==> src/rtl/fnd_pkg.sv <==
// Shared types and font table for the 4-digit FND scan display.
// Segment bytes are active-low, bit order {dp,g,f,e,d,c,b,a}.
package fnd_pkg;

  typedef logic [7:0] seg_t;

  localparam seg_t FONT [10] = '{
    8'hC0, 8'hF9, 8'hA4, 8'hB0, 8'h99,
    8'h92, 8'h82, 8'hF8, 8'h80, 8'h90
  };

  localparam seg_t SEG_BLANK = 8'hFF;

  typedef enum logic [1:0] {
    DIG_ONES,
    DIG_TENS,
    DIG_HUND,
    DIG_THOU
  } digit_e;

endpackage

==> src/rtl/fnd_bcd2seg.sv <==
// BCD digit plus blank flag to active-low segment pattern.
// Codes above 9 show blank.
module fnd_bcd2seg
  import fnd_pkg::*;
(
  input  logic [3:0] i_bcd,
  input  logic       i_blank,
  output seg_t       o_seg
);

  always_comb begin
    o_seg = SEG_BLANK;
    if (!i_blank && (i_bcd < 4'd10)) begin
      o_seg = FONT[i_bcd];
    end
  end

endmodule

==> src/rtl/fnd_scan_display.sv <==
// 8-bit value to 4-digit multiplexed common-anode FND, frame-latched.
// Define FND_LZB_EN to blank leading zeros.
module fnd_scan_display
  import fnd_pkg::*;
#(
  parameter int CLK_HZ  = 100_000_000,
  parameter int SCAN_HZ = 1_000
) (
  input  logic       clk,
  input  logic       rst,
  input  logic [7:0] data_in,
  output logic [3:0] fnd_comm,
  output logic [7:0] fnd_font,
  output logic       scan_tick
);

  localparam int DIV = CLK_HZ / SCAN_HZ;
  localparam int CW  = (DIV < 2) ? 1 : $clog2(DIV);

  generate
    if (DIV < 2) begin : g_bad_div
      $error("fnd_scan_display: CLK_HZ/SCAN_HZ must be >= 2");
    end
  endgenerate

  logic [CW-1:0] r_tick_cnt;
  digit_e        r_digit_sel;
  logic [7:0]    r_disp;
  logic          r_scan_tick;
  logic [3:0]    r_comm;
  seg_t          r_font;

  logic [3:0] w_ones;
  logic [3:0] w_tens;
  logic [3:0] w_hund;
  logic [3:0] w_bcd;
  logic       w_blank;
  seg_t       w_seg;

  assign w_ones = 4'(r_disp % 8'd10);
  assign w_tens = 4'((r_disp / 8'd10) % 8'd10);
  assign w_hund = 4'(r_disp / 8'd100);

  always_comb begin
    w_bcd   = 4'd0;
    w_blank = 1'b0;
    unique case (r_digit_sel)
      DIG_ONES: w_bcd = w_ones;
      DIG_TENS: begin
        w_bcd = w_tens;
`ifdef FND_LZB_EN
        w_blank = (w_hund == 4'd0) && (w_tens == 4'd0);
`endif
      end
      DIG_HUND: begin
        w_bcd = w_hund;
`ifdef FND_LZB_EN
        w_blank = (w_hund == 4'd0);
`endif
      end
      DIG_THOU: begin
        w_bcd = 4'd0;
`ifdef FND_LZB_EN
        w_blank = 1'b1;
`endif
      end
      default: w_bcd = 4'd0;
    endcase
  end

  fnd_bcd2seg u_bcd2seg (
    .i_bcd   (w_bcd),
    .i_blank (w_blank),
    .o_seg   (w_seg)
  );

  // Tick is registered, so it is armed one count early to line up with DIV-1.
  always_ff @(posedge clk) begin
    if (rst) begin
      r_tick_cnt  <= '0;
      r_scan_tick <= 1'b0;
      r_digit_sel <= DIG_ONES;
      r_disp      <= 8'd0;
      r_comm      <= 4'b1111;
      r_font      <= SEG_BLANK;
    end else begin
      if (r_tick_cnt == CW'(DIV - 1)) begin
        r_tick_cnt <= '0;
      end else begin
        r_tick_cnt <= r_tick_cnt + 1'b1;
      end
      r_scan_tick <= (r_tick_cnt == CW'(DIV - 2));
      if (r_scan_tick) begin
        r_digit_sel <= digit_e'(r_digit_sel + 2'd1);
        if (r_digit_sel == DIG_THOU) begin
          r_disp <= data_in;
        end
      end
      r_comm <= ~(4'b0001 << r_digit_sel);
      r_font <= w_seg;
    end
  end

  assign fnd_comm  = r_comm;
  assign fnd_font  = r_font;
  assign scan_tick = r_scan_tick;

endmodule

==> config.mk <==
export PLATFORM = sky130hd
export DESIGN_NAME = fnd_scan_display
export DESIGN_NICKNAME = d
export VERILOG_FILES = /design/src/rtl/fnd_pkg.sv /design/src/rtl/fnd_bcd2seg.sv /design/src/rtl/fnd_scan_display.sv
export SDC_FILE = /design/constraint.sdc
export NUM_CORES = 1
export LEC_CHECK = 0
export CELL_PAD_IN_SITES_DETAIL_PLACEMENT = 1
export CELL_PAD_IN_SITES_GLOBAL_PLACEMENT = 1
export CORE_ASPECT_RATIO = 0.5
export CORE_UTILIZATION = 35
export DETAILED_ROUTE_END_ITERATION = 6
export PLACE_DENSITY = 0.67
export RECOVER_POWER = 50
export SYNTH_ARGS = -nofsm -noshare
export SYNTH_HDL_FRONTEND = slang
export SYNTH_HIERARCHICAL = 1
export SYNTH_SLANG_ARGS = --single-unit
==> constraint.sdc <==
create_clock -name clk -period 5.4 [get_ports clk]
set_input_delay 0.54 -clock clk [delete_from_list [all_inputs] [get_ports clk]]
set_output_delay 0.54 -clock clk [all_outputs]
set_load 0.005 [all_outputs]
# [Word level (Yosys, flattened, before mapping)]
# Memory sizes are Yosys's and may differ from the RTL's. A register that Yosys moved wholly into a read port is not among the register bits.
# Cells that the tools add are included.
[totals] output_inout_bits=13 word_cells=27 n_memories=1 register_bits=32 rom_bits=128
[memory_table] name="(no name shown)" words=16 width=8 rd=1 rd_ports_with_merged_regs=1 wr=0 line_no="fnd_bcd2seg.sv:14" rtl="o_seg = FONT[i_bcd];"
[op_classes] n_bitwise=3 add_sub_neg=2 n_eq_ne=5 div=4 n_reduce_logical=4 magnitude_cmp=1 n_shift=1 muxes=1
[op_table] operator="$eq A17 B17 Y1 const B" n=2
[op_table] operator="$add A17 B1 Y17 const B" n=1
[op_table] operator="$mod A8 B4 Y8 const B" n=2
[op_table] operator="$pmux W4 S4" n=1
[op_table] operator="$div A8 B4 Y8 const B" n=1
[op_table] operator="$div A8 B7 Y8 const B" n=1
[op_table] operator="$not A4 Y5" n=1
[op_table] operator="$eq A2 B2 Y1 const B" n=2
[op_table] operator="$lt A4 B4 Y1 const B" n=1
[op_table] operator="$not A4 Y4" n=1
[op_table] operator="$reduce_or A2 Y1" n=2
[op_table] operator="$shl A1 B2 Y4 const A" n=1
[op_table] operator="$add A2 B1 Y2 const B" n=1
[op_table] operator="$eq A2 B1 Y1 const B" n=1
[op_table] operator="$logic_not A2 Y1" n=1
[op_table] operator="$reduce_and A2 Y1" n=1
[op_table] operator="$not A1 Y1" n=1

# [Longest topological paths before layout]
# Gate-level depths: netlist of run 1.
[depth] word_depth=6 ltp_mapped=19

# [Modules after synthesis]
# The synthesis of run 1 kept the hierarchy.
[by_module_without_submodules] module="fnd_scan_display" area_each_um2=2658.8 seq_area_each_um2=800.8 n_inst=1 cells_each=317
[by_module_without_submodules] module="fnd_bcd2seg" area_each_um2=235.2 seq_area_each_um2=0.0 n_inst=1 cells_each=33

# [Least setup slack after synthesis of run 1]
# Ideal clock, no wire load.
[synth_timing] path_type="register to register" start="register r_digit_sel[0]" end="register r_font[3], in the netlist fnd_font[3]" arrival_ps=3442 stages_incl_launch_ff=17 setup_slack_ps=1835 path_buffers=2 cell_sequence="dfxtp_1 -> ha_1 -> buf_2 -> o2111a_1 -> or2_1 -> buf_6 -> clkinv_4 -> ha_1 -> o31a_1 -> a2111oi_1 -> nor4_1 -> a21oi_1 -> inv_1 -> ha_1 -> nor3b_1 -> a21oi_1 -> or2_2"
[synth_via] elab_chain_cells=5 elab_cells_between_ends=9 classes_between="order compare (1); eq/ne (3); mux (1); bitwise (2); reduce/logical (2)"
[synth_lines] element="from (decl)" line_no="fnd_scan_display.sv:27" rtl="digit_e r_digit_sel;"
[synth_lines] element="from (signal assigned)" line_no="fnd_scan_display.sv:94" rtl="r_digit_sel <= digit_e'(r_digit_sel + 2'd1);"
[synth_lines] element="$eq A2 B2 Y1 (tied with other cells)" line_no="fnd_scan_display.sv:47" rtl="unique case (r_digit_sel)"
[synth_lines] element="$pmux W4 S4 (*)" line_no="fnd_scan_display.sv:47"
[synth_lines] element="named net w_bcd[1]" line_no="fnd_scan_display.sv:36" rtl="logic [3:0] w_bcd;"
[synth_lines] element="$lt A4 B4 Y1" line_no="fnd_bcd2seg.sv:13" rtl="if (!i_blank && (i_bcd < 4'd10)) begin"
[synth_lines] element="$not A1 Y1 (no line)"
[synth_lines] element="$reduce_or A2 Y1 (no line)"
[synth_lines] element="to (decl)" line_no="fnd_scan_display.sv:31" rtl="seg_t r_font;"
# The timed path passes the listed nets; every way through them passes the cells marked *.
# A chain may end at the register's enable or synchronous reset.

# [Worst setup path in the final report of run 1]
[layout_timing] start="register r_disp[5]" end="register r_font[3], in the netlist fnd_font[3]"
[layout_via] elab_chain_cells=6 elab_cells_between_ends=9 classes_between="div (4); order compare (1); mux (1); bitwise (2); reduce/logical (1)"
[layout_lines] element="from (decl)" line_no="fnd_scan_display.sv:28" rtl="logic [7:0] r_disp;"
[layout_lines] element="from (signal assigned)" line_no="fnd_scan_display.sv:96" rtl="r_disp <= data_in;"
[layout_lines] element="$div A8 B4 Y8" line_no="fnd_scan_display.sv:41" rtl="assign w_tens = 4'((r_disp / 8'd10) % 8'd10);"
[layout_lines] element="$mod A8 B4 Y8" line_no="fnd_scan_display.sv:41"
[layout_lines] element="$pmux W4 S4 (*)" line_no="fnd_scan_display.sv:47"
[layout_lines] element="named net w_bcd[3]" line_no="fnd_scan_display.sv:36"
[layout_lines] element="$lt A4 B4 Y1" line_no="fnd_bcd2seg.sv:13"
[layout_lines] element="$not A1 Y1 (no line)"
[layout_lines] element="$reduce_or A2 Y1 (no line)"
# Marks and branches as above.

==> key figures, run 1 <==
Run status
  – Status: completed

Cells and area
  – Final core occ: 41.4%
  – Most frequent cells in the layout: 40 x dfxtp_1, 35 x nor2_1, 27 x nand2_1, 22 x a21oi_1, 16 x nand3_1
  – Synthesis-to-layout area growth: 14.3%
  – Final nets: slightly below 400
  – Layout cells sized above 1: between 10 and 15%
  – Most common cell after layout, fill and taps aside: dfxtp_1
  – Filler cells: between 900 and 1k
  – Finished Cell Area: roughly 3300 µm²
  – ANT cells: 0

Timing
  – Slew margin rel.: about 46%
  – Max-slew violation count: 0
  – Period utilization: between 80 and 90%
  – Period minus WS final: 4.60 ns
  – Worst-margin pin slew: around 0.8 ns
  – Total negative slack: 0 ns
  – Setup ws final: a little under 0.8 ns
  – Final Hold Viols: 0
  – Clk_skew: around 0.0027 ns
  – RSZ-0062 raised after global routing: no
  – Peak Freq: ~0.22 GHz
  – Final setup vio count: 0

Clocking
  – Clock Path Buffers: 2
  – CTS tree: built
  – Sink Count: 40
  – Worst-path clk slew: approximately 0.060 ns
  – Worst-Skew Late Latency: ~0.28 ns
  – CTS resizes: 0
  – H-Tree Depth: 2
  – Clk root buf: clkbuf_16
  – CTS Buf Count: 5
  – Setup bufs post-CTS: 0
  – Hold buffer count at CTS: 0

Hold path
  – Hold WC Path Type: reg -> reg

Critical path
  – Worst path arrival time: approximately 4.8 ns
  – Crit path required time: between 5 and 6 ns
  – Nature of the critical path endpoint: flip-flop
  – Worst-path cell chain: nand2_1, o22a_1, o2111a_1, or2_1, ha_1, or3_1, mux2_2, o21ai_0, o21bai_1, a21oi_1, nand2b_1, o21ai_0, a21oi_1, or2_2
  – Slowest CP cell: dfxtp_1
  – Worst-path maximum fanout: 23
  – Kind of critical path: reg -> reg
  – Startpoint types: flip-flop
  – Crit path largest cell delay: 0.84 ns

Synthesis
  – Cell variety after synth: between 70 and 80
  – Synth Flop Type: dfxtp_1
  – Netlist Area Pre-Place: slightly below 3000 µm²
  – Cell taking the most area after synthesis: dfxtp_1
  – Area contributors post-synth: dfxtp_1 28%, ha_1 5.6%, nor2_1 4.5%
  – Post-synth top area share: 27.7%
  – EDFF count, synth: 0
  – Sequential element share of the synthesized area: between 20% and 30%
  – Seq cells post-synth: 40
  – Synthesis Warnings: 6
  – Synth Instances: 350
  – Fraction of registers with async set/reset: 0%
  – Mean Syn Cell Area: 8.27 µm²

Route
  – Wire per inst: about 15 µm
  – WL final: between 7 and 8 mm
  – Vias per cell: 5.14
  – Drt initial violations: 124
  – Routed Antenna Nets: 0
  – First-pass DRT Iterations: 4
  – Vias: around 2.5k
  – Drt drc: 0

Placement
  – Setup Slack @ Placement: approximately 0.87 ns
  – Port buffer count: 22
  – Post-Place Cell Area: approximately 3100 µm²
  – Post-DP HPWL: roughly 5.3 mm
  – GPL Wtd Cong: 0.871

Die
  – I/O pin count: 23
  – CORE AREA: about 8000 µm²
  – Starting density of the core: 36.2%
  – Die width: between 100 and 150 µm
  – Row count: 23
  – Die ar.: 8660 µm²
  – Die H: ~66 µm

Global route
  – Gr usage total: 17.7%
  – Largest net degree at the start of global routing: 26
  – Grt ovf: 0
  – Initial antenna violation count: 0
  – First-pass GRT wire length: roughly 12 mm
  – Vias in the first global route: 2448

Pwr
  – Leak: 1.19 nW
  – Peak supply drop: between 0.0001 and 0.00015 V
  – Power per Cell Area: just under 200 nW/µm²

Flow run
  – Max Cap Violations: 0
==> worst max-delay path, delay by kind of cell, from the launching register on <==
kind / cells / cell delay, ns
muxes: 1 / 0.26
DFF: 1 / 0.84
and+or+nand+nor: 5 / 1.46
AOI/OAI and AO/OA: 7 / 1.52
adders and majority gates: 1 / 0.40
==> layer usage <==
metal,wire (µm),global-route usage (%)
met5,0,0
met4,17,3.45
met3,81,2.67
met2,3460,31.9
met1,3550,22.3
==> final cells by class <==
class / count / area [µm²] / area share, %
Multi-Input combinational cell: 282 / 1910 / 57.8
Sequential cell: 40 / 801 / 24.2
Timing Repair Buffer: 26 / 250 / 7.56
Tap cell: 112 / 140 / 4.24
Clock buffer: 6 / 129 / 3.90
Inverter: 10 / 42.5 / 1.29
Clock inverter: 2 / 35.0 / 1.06
==> registers in the layout (all words and copies together) (netlist names) <==
signal       count
scan_tick        1
r_disp           8
r_digit_sel      2
fnd_font         8
fnd_comm         4
r_tick_cnt      17
==> cells by family after synthesis <==
kind of cell,after synthesis,share of synthesized area (%)
XOR/XNOR,21,6.36
AO/OA/AOI/OAI,80,21.4
AND/OR/NAND/NOR,156,30.1
other,2,0.260
flip-flops,40,27.7
adder cells (fa/ha/maj),13,5.62
multiplexers,4,1.47
buffers and inverters,34,7.09
==> stage by stage <==
| stage | hold slack (ns) | total power, mW | instances |
|---|---|---|---|
| 3_3_place_gp | 0.460 | 0.336 | 470 |
| 6_report | 0.479 | 0.654 | 478 |
| 2_1_floorplan | 0.441 | 0.321 | 356 |
| 5_1_grt | 0.496 | 0.683 | 478 |
| 3_5_place_dp | 0.473 | 0.337 | 470 |
| 4_1_cts | 0.484 | 0.667 | 478 |
==> synth_stat cells (3+ instances only) <==
master and count:
a211oi_1 3, a21o_1 3, a21oi_1 22, a31oi_1 4, and2_1 3, and3_1 4, buf_2 4, buf_4 7
buf_6 5, clkbuf_1 6, dfxtp_1 40, ha_1 13, inv_1 9, nand2_1 27, nand2b_1 12, nand3_1 16
nand3b_1 6, nor2_1 35, nor2b_1 3, nor3_1 11, nor3b_1 3, nor4bb_1 3, o21ai_0 10, o22ai_1 3
or2_2 10, or3_1 5, xnor2_1 7, xor2_1 14
==> worst paths after layout <==
kind | from | cells after the start | to | slack (ns)
worst max-delay path | r_disp[5] | 14 | fnd_font[3] | 0.80
worst min-delay path | r_tick_cnt[0] | 1 | r_tick_cnt[0] | 0.48
worst max register to register | r_disp[5] | 14 | fnd_font[3] | 0.80
worst min register to register | r_tick_cnt[0] | 1 | r_tick_cnt[0] | 0.48
==> report_power, final <==
part           total, mW  internal (mW)  switching (mW)
clock              0.325          0.217           0.108
sequential         0.303          0.300         0.00272
combinational     0.0258         0.0151          0.0107
total              0.654          0.532           0.122
Power figures use the tool's default switching activity.
==> run 2, diff against run 1 <==
--- a/config.mk
+++ b/config.mk
@@ -9,10 +9,10 @@
 export CELL_PAD_IN_SITES_GLOBAL_PLACEMENT = 1
 export CORE_ASPECT_RATIO = 0.5
 export CORE_UTILIZATION = 35
+export CTS_CLUSTER_DIAMETER = 50
 export DETAILED_ROUTE_END_ITERATION = 6
 export PLACE_DENSITY = 0.67
 export RECOVER_POWER = 50
 export SYNTH_ARGS = -nofsm -noshare
 export SYNTH_HDL_FRONTEND = slang
-export SYNTH_HIERARCHICAL = 1
 export SYNTH_SLANG_ARGS = --single-unit
==> run 2 against run 1 <==
  * Die area is 5.4% higher
  * Core utilization is 0.90 points higher
  * Critical endpoint unchanged
  * Clock power is 6.8% lower
  * Design area is 5.1% higher
  * Sequential share of layout area is 1.8 points lower
  * Maximum frequency is 5.9% lower
  * Routed wire length is 14% higher
==> key figures, run 2 <==
Die
  – Die H: 68.1 µm (+2.6%)
  – Row count: 23 (unchanged)
  – Die width: 134 µm (+2.7%)
  – Starting density of the core: 37.1% (+0.93 points)
  – CORE AREA: 8230 µm² (+2.9%)
  – I/O pin count: 23 (unchanged)
  – Die ar.: 9130 µm² (+5.4%)

Clocking
  – CTS resizes: 0 (unchanged)
  – Worst-path clk slew: 0.06 ns (about the same)
  – Clock Path Buffers: 2 (unchanged)
  – Setup bufs post-CTS: 0 (unchanged)
  – CTS Buf Count: 5 (unchanged)
  – Sink Count: 39 (-2.5%)
  – Worst-Skew Late Latency: 0.28 ns (about the same)
  – Hold buffer count at CTS: 0 (unchanged)
  – CTS tree: built
  – Clk root buf: clkbuf_16
  – H-Tree Depth: 2 (unchanged)

Critical path
  – CP startpoint: r_digit_sel[1]
  – Worst-path maximum fanout: 8 (-65%)
  – Worst-path cell chain: inv_1, ha_1, nand2b_1, ha_1, nor2b_1, o221ai_1, a31oi_1, o21ai_0, a211oi_1, a211oi_2, inv_1, ha_1, nor2_1, mux2i_1, o211ai_2, o2bb2ai_2, o21a_1, o211ai_2, inv_1, ha_1, mux2_4, o2bb2a_4
  – Worst path arrival time: 5.06 ns (+0.29 ns)
  – Kind of cell adding the most delay to the critical path: compound AO/OA/AOI/OAI gates
  – Crit path required time: 5.57 ns (about the same)
  – Reg2reg setup slack: 0.51 ns (-0.29 ns)
  – Crit path buf inv count: 3 (+3)
  – Reg2reg start: r_digit_sel[1]
  – Kind of critical path: reg -> reg
  – Critical Path Most Common Cell: ha_1
  – Startpoint types: flip-flop
  – Slowest CP cell: dfxtp_1
  – Crit path largest cell delay: 0.37 ns (-0.47 ns)
  – Nature of the critical path endpoint: flip-flop

Hold path
  – Hold Path Origin: r_tick_cnt[0]
  – Hold WC Path Type: reg -> reg

Pwr
  – Leak: 1.24 nW (+4.3%)
  – Total power: 0.622 mW (-4.9%)
  – Power per Cell Area: 179 nW/µm² (-9.5%)
  – Peak supply drop: 0.000119 V (+5.9%)

Timing
  – Peak Freq: 0.204 GHz (-5.9%)
  – Period utilization: 90.6% (+5.3 points)
  – Worst-margin pin slew: 1.11 ns (+0.298 ns)
  – Fin Hold WS: 0.479 ns (+0.000511 ns)
  – Max-slew violation count: 0 (unchanged)
  – Total negative slack: 0 ns (unchanged)
  – Slew margin rel.: 25.8% (-20 points)
  – Period minus WS final: 4.89 ns (+0.288 ns)
  – Setup ws final: 0.508 ns (-0.288 ns)
  – Clk_skew: 0.00441 ns (+0.00172 ns)
  – Final setup vio count: 0 (unchanged)
  – Final Hold Viols: 0 (unchanged)
  – RSZ-0062 raised after global routing: no

Synthesis
  – Fraction of the mapped netlist area in compound gates: 29.6% (+8.2 points)
  – Adder-cell area share of the yosys netlist: 7.70% (+2.1 points)
  – Fraction of registers with async set/reset: 0% (unchanged)
  – Largest family of logic cells by synthesized area: compound AO/OA/AOI/OAI gates
  – EDFF count, synth: 0 (unchanged)
  – Most frequent cells after synthesis: 39 x dfxtp_1, 34 x nand2_1, 34 x nor2_1
  – Sequential element share of the synthesized area: 25.6% (-2.1 points)
  – Most common cell in the synthesized netlist: dfxtp_1
  – Synth Instances: 375 (+7.1%)
  – Syn nets: between 400 and 500
  – Synth Flop Type: dfxtp_1
  – Proportion of synthesized area in mux cells: 2.54% (+1.1 points)
  – Cell variety after synth: 85 (+16%)
  – XOR/XNOR share of the synthesized area: 4.59% (-1.8 points)
  – Area contributors post-synth: dfxtp_1 26%, ha_1 7.4%, nand2_1 4.2%
  – Post-synth top area share: 25.6% (-2.1 points)
  – Simple-Gate Fraction of Synth Area: 23.7% (-6.5 points)
  – Seq cells post-synth: 39 (-2.5%)
  – Synthesis Warnings: 0 (-6)
  – Cell taking the most area after synthesis: dfxtp_1
  – Mean Syn Cell Area: 8.14 µm² (-1.5%)
  – Netlist Area Pre-Place: 3050 µm² (+5.5%)

Route
  – WL final: 8.11 mm (+14%)
  – Drt drc: 0 (unchanged)
  – Routed Antenna Nets: 0 (unchanged)
  – Vias per cell: 5.58 (+8.4%)
  – Drt initial violations: 130 (+4.8%)
  – First-pass DRT Iterations: 4 (unchanged)
  – Vias: 2788 (+13%)
  – Wire per inst: 16.2 µm (+9.1%)

Placement
  – Port buffer count: 21 (-4.5%)
  – GPL Wtd Cong: 0.863 (-0.92%)
  – Post-DP HPWL: 6.10 mm (+15%)
  – Setup Slack @ Placement: 0.589 ns (-0.283 ns)

Global route
  – Grt ovf: 0 (unchanged)
  – Initial antenna violation count: 0 (unchanged)
  – Largest net degree at the start of global routing: 24 (-7.7%)
  – Gr usage total: 18.8% (+1.2 points)
  – Vias in the first global route: 2843 (+16%)
  – First-pass GRT wire length: 13.8 mm (+16%)

Cells and area
  – Sequential standard cell area: 781 µm² (-2.5%)
  – Most frequent cells in the layout: 39 x dfxtp_1, 34 x nand2_1, 34 x nor2_1, 23 x a21oi_1, 21 x nand3_1
  – Max FFs per register: 17 (unchanged)
  – Layout cells sized above 1: 13.1% (+3.0 points)
  – Synthesis-to-layout area growth: 13.8%
  – Final nets: 415 (+7.0%)
  – Filler cells: 1022 (+5.0%)
  – ANT cells: 0 (unchanged)
  – Most common cell after layout, fill and taps aside: dfxtp_1
  – Multi-input logic area: 2080 µm² (+9.1%)
  – Most flop-heavy register: r_tick_cnt

Run status
  – Status: completed

Flow run
  – Max Cap Violations: 0 (unchanged)
==> run 2: cell types whose count changed after synthesis, moves of 4 or more <==
cell / previous run / this run
nand3_1: 16 / 21
o21ai_0: 10 / 17
xor2_1: 14 / 7
or2_2: 10 / 3
nand2_1: 27 / 34
nor3_1: 11 / 7
o211ai_1: 2 / 7
nand2b_1: 12 / 7
o21ai_1: 2 / 6
ha_1: 13 / 18
inv_1: 9 / 17
nand3b_1: 6 / 2
==> run 2: worst paths after layout <==
| check | end | depth (start not counted) |
|---|---|---|
| setup / recovery | fnd_font[3] | 22 |
| hold / removal | r_tick_cnt[0] | 1 |
| setup reg to reg | fnd_font[3] | 22 |
| hold reg to reg | r_tick_cnt[0] | 1 |
==> run 2: logic make-up (layout without fill, tap and decap cells) <==
group | Yosys count | after routing
fa+ha+maj | 19 | 19
xor+xnor | 16 | 16
buf+inv | 40 | 53
compound gates | 114 | 114
simple gates | 139 | 139
mux | 7 | 7
flops | 39 | 39
other cells | 1 | 1
==> run 2: routing by layer <==
layer / GRT usage (%) / wire, µm / up-vias
met5: 0 / 0 / -
met4: 3.23 / 40 / 0
met3: 2.44 / 206 / 5
met2: 35.6 / 3990 / 27
met1: 23.6 / 3880 / 1378
li1: - / - / 1378
==> run 2: per-stage QoR <==
stage               utilization, %  instances  instance area [µm²]
floorplan                        -        375                 3050
global placement              40.3        492                 3320
detailed placement            40.3        492                 3320
CTS                           42.2        500                 3480
global route                  42.2        500                 3480
finish                        42.2        500                 3480
==> run 2: layout make-up <==
class / instances / share of cell area [%]
multi-input combinational: 296 / 59.9
tap: 112 / 4.03
inverter: 20 / 2.16
sequential: 39 / 22.5
timing repair buffer: 25 / 6.91
clock buffer: 8 / 4.50
==> run 2: worst reg2reg max path: cells and delay by family, from the launching register on <==
family / cells / cell delay, ns
adder cells (fa/ha/maj): 4 / 1.08
flip-flops: 1 / 0.37
buffers and inverters: 3 / 0.36
AND/OR/NAND/NOR: 3 / 0.37
AO/OA/AOI/OAI: 10 / 2.16
multiplexers: 2 / 0.46
==> run 2: power breakdown <==
part | switching [mW] | internal, mW
registers | 0.00285 | 0.293
clock network | 0.107 | 0.196
logic | 0.0106 | 0.0129
